--- src/rtl/wb_write_buffer.sv ---
`default_nettype none
// ============================================================================
// Module   : wb_write_buffer
// Summary  : Writeback request FIFO driving the register-file write port
//            (write_add / write_dat / regwrite). Requests arrive over a
//            valid/ready handshake and issue in order, one per cycle.
//            Writes to r0 are accepted but discarded.
// Options  : WB_BYPASS_EN - when defined, compiles in the combinational
//            forwarding lookup over queued entries and the output stage.
//            When undefined, fwd_* outputs are tied to zero.
// Revision : 1.0 - initial release
// ============================================================================
module wb_write_buffer #(
  parameter int DEPTH = 4,
  parameter int AW    = 5,
  parameter int DW    = 32
) (
  input  logic                   clk,
  input  logic                   rst_n,
  input  logic                   req_valid,
  output logic                   req_ready,
  input  logic [AW-1:0]          req_addr,
  input  logic [DW-1:0]          req_data,
  input  logic                   drain_en,
  output logic [AW-1:0]          write_add,
  output logic [DW-1:0]          write_dat,
  output logic                   regwrite,
  input  logic [AW-1:0]          readreg_1,
  input  logic [AW-1:0]          readreg_2,
  output logic                   fwd_hit_1,
  output logic                   fwd_hit_2,
  output logic [DW-1:0]          fwd_dat_1,
  output logic [DW-1:0]          fwd_dat_2,
  output logic [$clog2(DEPTH):0] count,
  output logic                   empty
);

  localparam int PW = $clog2(DEPTH);
  localparam int CW = PW + 1;
  localparam logic [CW-1:0] c_full = CW'(DEPTH);

  logic [AW-1:0] r_mem_addr [DEPTH];
  logic [DW-1:0] r_mem_data [DEPTH];
  logic [PW-1:0] r_wr_ptr;
  logic [PW-1:0] r_rd_ptr;
  logic [CW-1:0] r_count;

  logic w_accept;
  logic w_push;
  logic w_pop;

  // Handshake, enqueue and dequeue qualifiers; pops only use the registered
  // count, so an entry can never leave on the edge that brings it in.
  assign req_ready = (r_count != c_full) && rst_n;
  assign w_accept  = req_valid && req_ready;
  assign w_push    = w_accept && (req_addr != '0);
  assign w_pop     = (r_count != '0) && drain_en;
  assign count     = r_count;
  assign empty     = (r_count == '0);

  // Entry storage; needs no reset because the pointers and count define
  // which slots are live.
  always_ff @(posedge clk) begin
    if (w_push) begin
      r_mem_addr[r_wr_ptr] <= req_addr;
      r_mem_data[r_wr_ptr] <= req_data;
    end
  end

  // Pointer and occupancy tracking; pointers wrap naturally at DEPTH.
  always_ff @(posedge clk) begin
    if (!rst_n) begin
      r_wr_ptr <= '0;
      r_rd_ptr <= '0;
      r_count  <= '0;
    end else begin
      if (w_push) r_wr_ptr <= r_wr_ptr + 1'b1;
      if (w_pop)  r_rd_ptr <= r_rd_ptr + 1'b1;
      case ({w_push, w_pop})
        2'b10:   r_count <= r_count + 1'b1;
        2'b01:   r_count <= r_count - 1'b1;
        default: r_count <= r_count;
      endcase
    end
  end

  // Output stage: load the head entry on a pop, otherwise drop regwrite and
  // hold address/data so the register-file port stays stable.
  always_ff @(posedge clk) begin
    if (!rst_n) begin
      write_add <= '0;
      write_dat <= '0;
      regwrite  <= 1'b0;
    end else if (w_pop) begin
      write_add <= r_mem_addr[r_rd_ptr];
      write_dat <= r_mem_data[r_rd_ptr];
      regwrite  <= 1'b1;
    end else begin
      regwrite  <= 1'b0;
    end
  end

`ifdef WB_BYPASS_EN
  // Forwarding lookup: start from the output stage (lowest priority), then
  // walk queued entries oldest to youngest so the youngest match wins.
  always_comb begin
    fwd_hit_1 = 1'b0;
    fwd_hit_2 = 1'b0;
    fwd_dat_1 = '0;
    fwd_dat_2 = '0;
    if (regwrite && (readreg_1 != '0) && (write_add == readreg_1)) begin
      fwd_hit_1 = 1'b1;
      fwd_dat_1 = write_dat;
    end
    if (regwrite && (readreg_2 != '0) && (write_add == readreg_2)) begin
      fwd_hit_2 = 1'b1;
      fwd_dat_2 = write_dat;
    end
    for (int k = 0; k < DEPTH; k++) begin
      if (CW'(k) < r_count) begin
        if ((readreg_1 != '0) && (r_mem_addr[r_rd_ptr + PW'(k)] == readreg_1)) begin
          fwd_hit_1 = 1'b1;
          fwd_dat_1 = r_mem_data[r_rd_ptr + PW'(k)];
        end
        if ((readreg_2 != '0) && (r_mem_addr[r_rd_ptr + PW'(k)] == readreg_2)) begin
          fwd_hit_2 = 1'b1;
          fwd_dat_2 = r_mem_data[r_rd_ptr + PW'(k)];
        end
      end
    end
  end
`else
  // Forwarding compiled out: lookup outputs are constant zero and the
  // lookup addresses are intentionally ignored.
  logic w_unused_readreg;
  assign w_unused_readreg = ^{readreg_1, readreg_2};
  assign fwd_hit_1 = 1'b0;
  assign fwd_hit_2 = 1'b0;
  assign fwd_dat_1 = '0;
  assign fwd_dat_2 = '0;
`endif

endmodule
`default_nettype wire

--- config.mk ---
export PLATFORM = sky130hd
export DESIGN_NAME = wb_write_buffer
export DESIGN_NICKNAME = d
export VERILOG_FILES = /design/src/rtl/wb_write_buffer.sv
export SDC_FILE = /design/constraint.sdc
export NUM_CORES = 1
export LEC_CHECK = 0
export BUFFER_PORTS_ARGS = -buffer_cell sky130_fd_sc_hd__clkbuf_2
export CORE_MARGIN = 2
export CORE_UTILIZATION = 54
export CTS_BUF_LIST = sky130_fd_sc_hd__clkbuf_8 sky130_fd_sc_hd__clkbuf_16
export CTS_CLUSTER_DIAMETER = 150
export DETAILED_ROUTE_END_ITERATION = 8
export MAX_ROUTING_LAYER = met4
export PLACE_DENSITY = 0.83
export SYNTH_ARGS = -nofsm -noshare
export SYNTH_HDL_FRONTEND = slang
export SYNTH_SLANG_ARGS = --single-unit
--- constraint.sdc ---
create_clock -name clk -period 2.4 [get_ports clk]
set_input_delay 0 -clock clk [delete_from_list [all_inputs] [get_ports clk]]
set_output_delay 0 -clock clk [all_outputs]
set_load 0.02 [all_outputs]
==> results of run 1 <==
-- per-stage QoR --
step | TNS (ns) | cell area, um2
3_5_place_dp | 0 | 7850
5_1_grt | -0.0381 | 8820
4_1_cts | 0 | 8820
3_3_place_gp | 0 | 7850
6_report | 0 | 8820
2_1_floorplan | 0 | 7670
-- metal layers --
metal	vias to the layer above	share of wire (%)	wire length [um]
met5	-	0	0
met2	139	52	6800
met4	0	1.3	168
met1	1911	40	5210
li1	1663	-	-
met3	17	6.5	853
-- power by group --
part	internal, mW	total [mW]	switching [mW]
Sequential	3.96	4.23	0.273
Clock	1.66	2.77	1.11
Combinational	0.885	1.90	1.01
Total	6.51	8.91	2.40
-- area by class of cell --
| cell class | instances | area, um2 | share of cell area (%) |
|---|---|---|---|
| clock buffer | 19 | 453 | 5.14 |
| clock inverter | 13 | 133 | 1.50 |
| inverter | 8 | 30.0 | 0.340 |
| multi-input combinational | 175 | 1710 | 19.3 |
| sequential | 193 | 5350 | 60.7 |
| tap | 176 | 220 | 2.50 |
| timing repair buffer | 130 | 928 | 10.5 |
-- synthesized netlist by cell type (all sizes together), types with 2 or more instances --
master,count,share of area (%)
edfxtp,148,60
nor2,6,0.41
a21oi,2,0.14
inv,8,0.41
mux2i,2,0.27
mux4,37,11
a22o,37,4.4
ha,5,0.84
buf,80,8.0
nand2,3,0.15
dfxtp,45,12
and2,5,0.46
xor2,3,0.35
-- worst max-delay path: cells and delay by family --
family                   cells  cell delay [ns]
AND/OR/NAND/NOR              2             0.85
buffers and inverters        4             0.81
adder cells (fa/ha/maj)      2             0.53
AO/OA/AOI/OAI                2             0.39
XOR/XNOR                     1             0.16
-- registers in the layout, indices dropped and copies added (netlist names) --
signal and cells:
r_mem_data 128, write_dat 32, r_rd_ptr 2, r_mem_addr 20, write_add 5, r_wr_ptr 2, count 3, regwrite 1
-- logic make-up (layout without fill, tap and decap cells) --
| group | after synthesis | in the layout | synth area share, % |
|---|---|---|---|
| flip-flops | 193 | 193 | 72.1 |
| buffers and inverters | 89 | 170 | 8.42 |
| AO/OA/AOI/OAI | 43 | 43 | 5.03 |
| multiplexers | 39 | 39 | 11.5 |
| AND/OR/NAND/NOR | 17 | 17 | 1.27 |
| adder cells (fa/ha/maj) | 6 | 6 | 1.11 |
| XOR/XNOR | 4 | 4 | 0.473 |
| other | 1 | 66 | 0.0506 |
-- repair_timing --
action | CTS | global route
endpoints found under the hold margin | 150 | 0
endpoints found under the setup margin | 0 | 1
gates resized for setup | 0 | 3
hold buffers | 38 | 0
-- worst max path at each step --
stage	from	to	slack, ns	cells after the start
6_report	req_addr[3]	count[2]	0.02	11
5_1_grt	req_addr[3]	count[2]	-0.04	11
4_1_cts	req_addr[0]	count[2]	0.03	11
3_5_place_dp	req_addr[0]	count[2]	0.14	10
3_3_place_gp	req_addr[0]	count[2]	0.24	10
2_1_floorplan	count[0]	count[2]	0.07	10
==> results.txt, run 1 <==
- Outcome: complete, no violations
* I/O Pins: 160
- The worst register-to-register path begins at count[0].
* Final-report hold violation count: 0
- Dividing the detail-routed wire length by the instance count gives 18.3 um.
* Tot Pwr: ~9 mW
- Before CTS, the worst setup slack after placement is roughly 0.14 ns.
- At the later pin of the worst-skew pair, clock insertion delay measures roughly 0.43 ns.
- Largest clock skew in the final design: between 0.008 and 0.009 ns
- R2R cell count: 10
- In this run the vertical extent of the chip is 121 um.
- Highest Clock Rate: about 420 MHz
- Number of enable-type register cells in the synthesized netlist: 148
- At the worst endpoint, the arrival time is around 2.7 ns.
- The post-route netlist has around 31% of its cells at a drive strength greater than 1.
* Core footprint: 13300 um2
- After synthesis, the mean cell area works out to roughly 19 um2.
* Number of inserted filler cells in the final layout: 912
- Type of element capturing the critical path: flop
* Worst vdd ir: roughly 750 uV
- Leaving out fill and tap cells, the most frequent cell in the layout is edfxtp_1.
- After global routing the overflow that remains totals 0.
- Number of placement rows: 42
* Endpoint with the worst hold slack: r_rd_ptr[0]
- The die covers 14700 um2.
* Overall fraction of global-route tracks in use: 19.5%
* Die Span X: 121 um
- Post-synthesis sequential element count: 193
- Global routing consumed, on the met1 layer, a little under a quarter of the routing resources.
* Final min period: between 2 and 2.5 ns
* Via count: roughly 3.7k
- Area growth from synthesis to layout: 19.0%
* Syn Inst Count: approximately 400
- Leading cell types in the layout, fill and taps excluded: 148 x edfxtp_1, 82 x clkbuf_2, 66 x conb_1, 43 x dfxtp_1, 38 x dlygate4sd3_1
- Gpl congestion: roughly 0.73
* HP Class: input pin to flop
* Initial core utilization: a little under three fifths
- Clock tree synthesis found a total of ~190 sinks.
- Cells on Worst Hold Path: 4
* Hold path startpoint: drain_en
* Final Max Slew Viols: 0
* Largest incremental delay on the critical path: ~0.54 ns
* Critical path fanouts, max: 5
- Including well taps, the total number of placed cells is around 650.
* Startpoint-to-endpoint class of the critical path: input pin to flop
* Diode insertion count for antenna repair: 0
- Using the TritonRoute via totals, the vias-per-cell ratio works out to about 5.2.
- Critical path, cell by cell: dlygate4sd3_1 -> clkbuf_2 -> or4_1 -> o211a_1 -> inv_1 -> ha_2 -> inv_1 -> fa_2 -> xor2_1 -> or3_1 -> a21oi_2
- Top_reg_cell synth: edfxtp_1
* Clock slew at the register clock pins of the worst setup and hold paths: 0.06 ns
* Wire length of the first global-routing pass: ~20000 um
- For this run, the detailed router's first-pass iteration total came to 4.
- In this run the register-to-register setup slack is between 0.15 and 0.2 ns.
- Fraction of the core area covered by cells at the end of the flow: 66.1%
* Detail Placement HPWL: approximately 7600 um
- In this run the most used layer during global routing was met2.
- Met3 usage in global routing: about 6.5%
* Maximum buffer depth of the clock tree: 2
* Number of non-filler instances in the completed layout: around 710
* Netlist area before placement: around 7400 um2
- During placement, the flow inserted port buffers numbering slightly above 80.
* H-Tree Depth: 4
- The tool flagged a number of max-cap violations equal to 0.
- Sequential share of the synthesized area: a little over 70%
- Tcrit/Tclk final: 99.2%
- Worst setup margin: 0.0190 ns
- Total DRC errors in the routed layout: 0
- Number of warnings printed during yosys synthesis: 0
* Distinct cell type count of the synthesized netlist: 29
- Global routing used 32.6% of the available met2 tracks.
- The worst register-to-register path ends at count[2].
* Worst-case hold slack: slightly below 0.04 ns
* Total power density per cell area: 1010 nW/um2
* First DRT Iteration DRCs: between 150 and 200
- CP most frequent cell: inv_1
- # Post-CTS Setup Buffers: 0
* Maximum number of pins on one net before global-route repair: 39
* Number of nets in the finished design: 582
- For the worst setup path, the data required time is 2.76 ns.
* Number of nets with antenna violations after routing: 0
* Number of clock buffers inserted by TritonCTS: 17
* Post-synth ARST share: 0%
- Cell leakage power: approximately 3.3 nW
- TritonCTS built the clock tree.
* Final count of negative-setup-slack endpoints: 0
* Critical Path Source Type: input pin
- Wire length after detailed routing: around 13000 um
- Initial antenna violation count: 0
- Clock Tree Root: clkbuf_16
* Via count of the first global-routing pass: 3861
* Slowest library cell on the worst path: dlygate4sd3_1
Power figures use the tool's default switching activity.
==> run 2: changes to the inputs <==
==> constraint.sdc (replaced) <==
create_clock -name clk -period 2.4 [get_ports clk]
set_input_delay 0.72 -clock clk [delete_from_list [all_inputs] [get_ports clk]]
set_output_delay 0.72 -clock clk [all_outputs]
set_load 0.02 [all_outputs]
==> run 2 against run 1 <==
Compared with the run above: the run now ends with setup timing left; power is 0.13% lower; critical path depth is 1 lower; register-to-register slack better by 0.12 ns; critical endpoint unchanged; sequential power hardly changed; first-iteration DRC count is 31% higher; count of clock-buffer cells in the layout is 1 lower; flip-flop and latch count stayed put; via count is 2.7% lower.
==> results.txt, run 2 (synthesis gave the netlist of run 1 again) <==
* Die boundary height: 121 um (unchanged)
- Area taken by flip-flops and latches: 5350 um2 (unchanged)
- The placeable core region came to 13300 um2 (unchanged).
- Die outline area: 14700 um2 (unchanged)
- Setup total negative slack: -0.0645 ns (-0.0645 ns)
- The number of global-route vias before repair is 3663 (-5.1%).
- Outcome: finished, violations left
* I/O Pins: 160 (unchanged)
- Slowest library cell on the worst path: or4_4
- The delay contributed by the slowest stage of the critical path was 0.52 ns (-0.02 ns).
- The initial antenna violation count came to 0 (unchanged).
- Number of placement rows: 42 (unchanged)
- Latest clock arrival within the worst-skew pair: 0.43 ns (about the same)
- RSZ-0062 raised after global routing: true
- Global route overflow: 0 (unchanged)
* Worst setup margin: -0.0645 ns (-0.0835 ns)
- The CTS buffer count came to 17 (unchanged).
- Startpoint of the worst register-to-register path: count[1]
* Maximum buffer depth of the clock tree: 2 (unchanged)
* Worst vdd ir: 603 uV (-20%)
- The first-pass iteration count of the detailed router is 4 (unchanged).
- The clock-pin slew reported for the worst setup and hold paths after clock tree synthesis is 0.06 ns (about the same).
- The setup path with the least slack is of type input pin to flop.
- Cell leakage power: 3.16 nW (-3.4%)
- Highest Clock Rate: 406 MHz (-3.4%)
- Number of buffer and inverter stages on the critical path: 3 (-1)
- The fraction of final layout cells with drive strength greater than 1 was 35.9% (+4.6 points).
* Initial core utilization: 55.5% (unchanged)
* Final Max Slew Viols: 0 (unchanged)
- The half-perimeter wire length after placement came to 7790 um (+2.6%).
* Tcrit/Tclk final: 103% (+3.5 points)
* Total DRC errors in the routed layout: 0 (unchanged)
- Max FFs per register: 128 (unchanged)
- The total length of routed wires came to 12600 um (-3.1%).
- Tightest Pin Transition: between 0.5 and 0.6 ns
- The library cell used most frequently in the layout, excluding fill and tap cells, is edfxtp_1.
- The time the final worst path needs with I/O delays and setup was 2.46 ns (+0.0835 ns).
- Clock net sink count: 193 (unchanged)
* Critical path, cell by cell: clkbuf_2 -> or4_4 -> o211a_1 -> inv_1 -> ha_2 -> inv_2 -> fa_2 -> xor2_1 -> or3_1 -> a21oi_2
- HP Class: flop to flop
- The number of nets in the layout came to 557 (-4.3%).
- Number of non-filler instances in the completed layout: 689 (-3.5%)
* Crit-path leading delay family: simple AND/OR/NAND/NOR gates
* Post-DR vias/cell: 5.27 (+0.85%)
- In the layout the commonest cells are 148 x edfxtp_1, 83 x clkbuf_2, 66 x conb_1, 43 x dfxtp_1.
* Fraction of the core area covered by cells at the end of the flow: 64.1% (-2.0 points)
- STA classifies the critical path startpoint as an input pin.
- Clock Tree Root: clkbuf_16
- The clock skew came to 0.00755 ns (-0.000766 ns).
- Quantity of I/O buffers inserted on ports: 83 (unchanged)
* Via count: 3630 (-2.7%)
* Data arrival at the endpoint of the critical path: 2.83 ns (+0.09 ns)
* Hold path startpoint: write_dat[15]
- The H-tree depth was 4 (unchanged).
- Maximum number of pins on one net before global-route repair: 39 (unchanged)
* Detail-routed net length per standard cell: 18.3 um (+0.42%)
- Total power density per cell area: 1040 nW/um2 (+2.9%)
- Tracing the worst setup path back leads to its startpoint at req_addr[0].
* Req. time, crit path: 2.77 ns (about the same)
- The hold buffer count at cts is 0 (-100%).
* Die Span X: 121 um (unchanged)
* TritonCTS clock tree: done
- The total of cells resized after clock tree synthesis was 1 (+1).
- The first-pass GRT wire length is 19900 um (-1.7%).
* Area taken by multi-input logic gates: 1700 um2 (-0.15%)
- Relative to the synthesized area, the layout overhead comes to 15.5%.
* Type of element capturing the critical path: flop
* # Post-CTS Setup Buffers: 0 (unchanged)
* Number of nets with antenna violations after routing: 0 (unchanged)
- Register bank with the most flops: r_mem_data
* Maximum capacitance violations: 0 (unchanged)
- Final count of negative-setup-slack endpoints: 1 (+1)
* Number of inserted filler cells in the final layout: 915 (+0.33%)
- Gpl congestion: 0.757 (+4.1%)
- The largest registers in the layout are r_mem_data (128), write_dat (32), r_mem_addr (20).
- The global-route usage over all layers came to 19.3% (-0.27 points).
- Diode insertion count for antenna repair: 0 (unchanged)
* Violations in the final reports: setup timing
- Remaining max-slew budget at the tightest pin: 66.4%
- Placed Instances: 657 (+1.9%)
- The starting DRC count in detailed routing came to 255 (+31%).
- The hold violation count in the final report came to 0 (unchanged).
- The biggest fanout along the worst timing path was 2 (-3).
==> run 2: worst paths after layout <==
| kind | endpoint | slack, ns | cells past startpoint |
|---|---|---|---|
| worst max-delay path | count[2] | -0.06 | 10 |
| worst min-delay path | write_dat[15] | 0.48 | 1 |
| worst max register to register | count[2] | 0.30 | 10 |
| worst min register to register | write_dat[15] | 0.48 | 1 |
==> run 2: final cells by class <==
cell class,count,area share (%)
repair buffers,105,7.81
multi-input cells,175,19.9
flip-flops and latches,193,62.5
well taps,176,2.57
inverters,8,0.351
clock inverters,14,1.73
clock buffers,18,5.13
==> run 2: worst reg2reg max path, cell delays in order (launching register included) <==
cell and delay (ns):
dfxtp_1 0.37, inv_1 0.13, a31oi_1 0.13, o211a_1 0.17, inv_1 0.06, ha_2 0.18
inv_2 0.04, fa_2 0.34, xor2_1 0.16, or3_1 0.34, a21oi_2 0.13
==> run 2: stage by stage <==
step	total power, mW	hold WS (ns)	setup WS [ns]	area, um2
2_1_floorplan	5.68	0.468	-0.339	7660
3_3_place_gp	6.14	0.462	-0.364	7960
3_5_place_dp	6.22	0.465	-0.507	7960
4_1_cts	8.99	0.482	-0.0512	8550
5_1_grt	9.28	0.491	-0.104	8560
6_report	8.89	0.478	-0.0645	8560
==> run 2: where the power goes <==
group / internal (mW) / leakage, nW / switching, mW
clock network: 1.64 / 0.289 / 1.14
logic: 0.879 / 1.16 / 1.01
registers: 3.96 / 1.71 / 0.265
total: 6.48 / 3.16 / 2.41
==> run 2: layer usage <==
metal  GRT usage (%)  up-vias  wire [um]
met3            5.87       15        783
met4            6.47        0        170
met5               -        -          0
met1            24.0     1857       5170
li1                -     1615          -
met2            30.5      143       6500
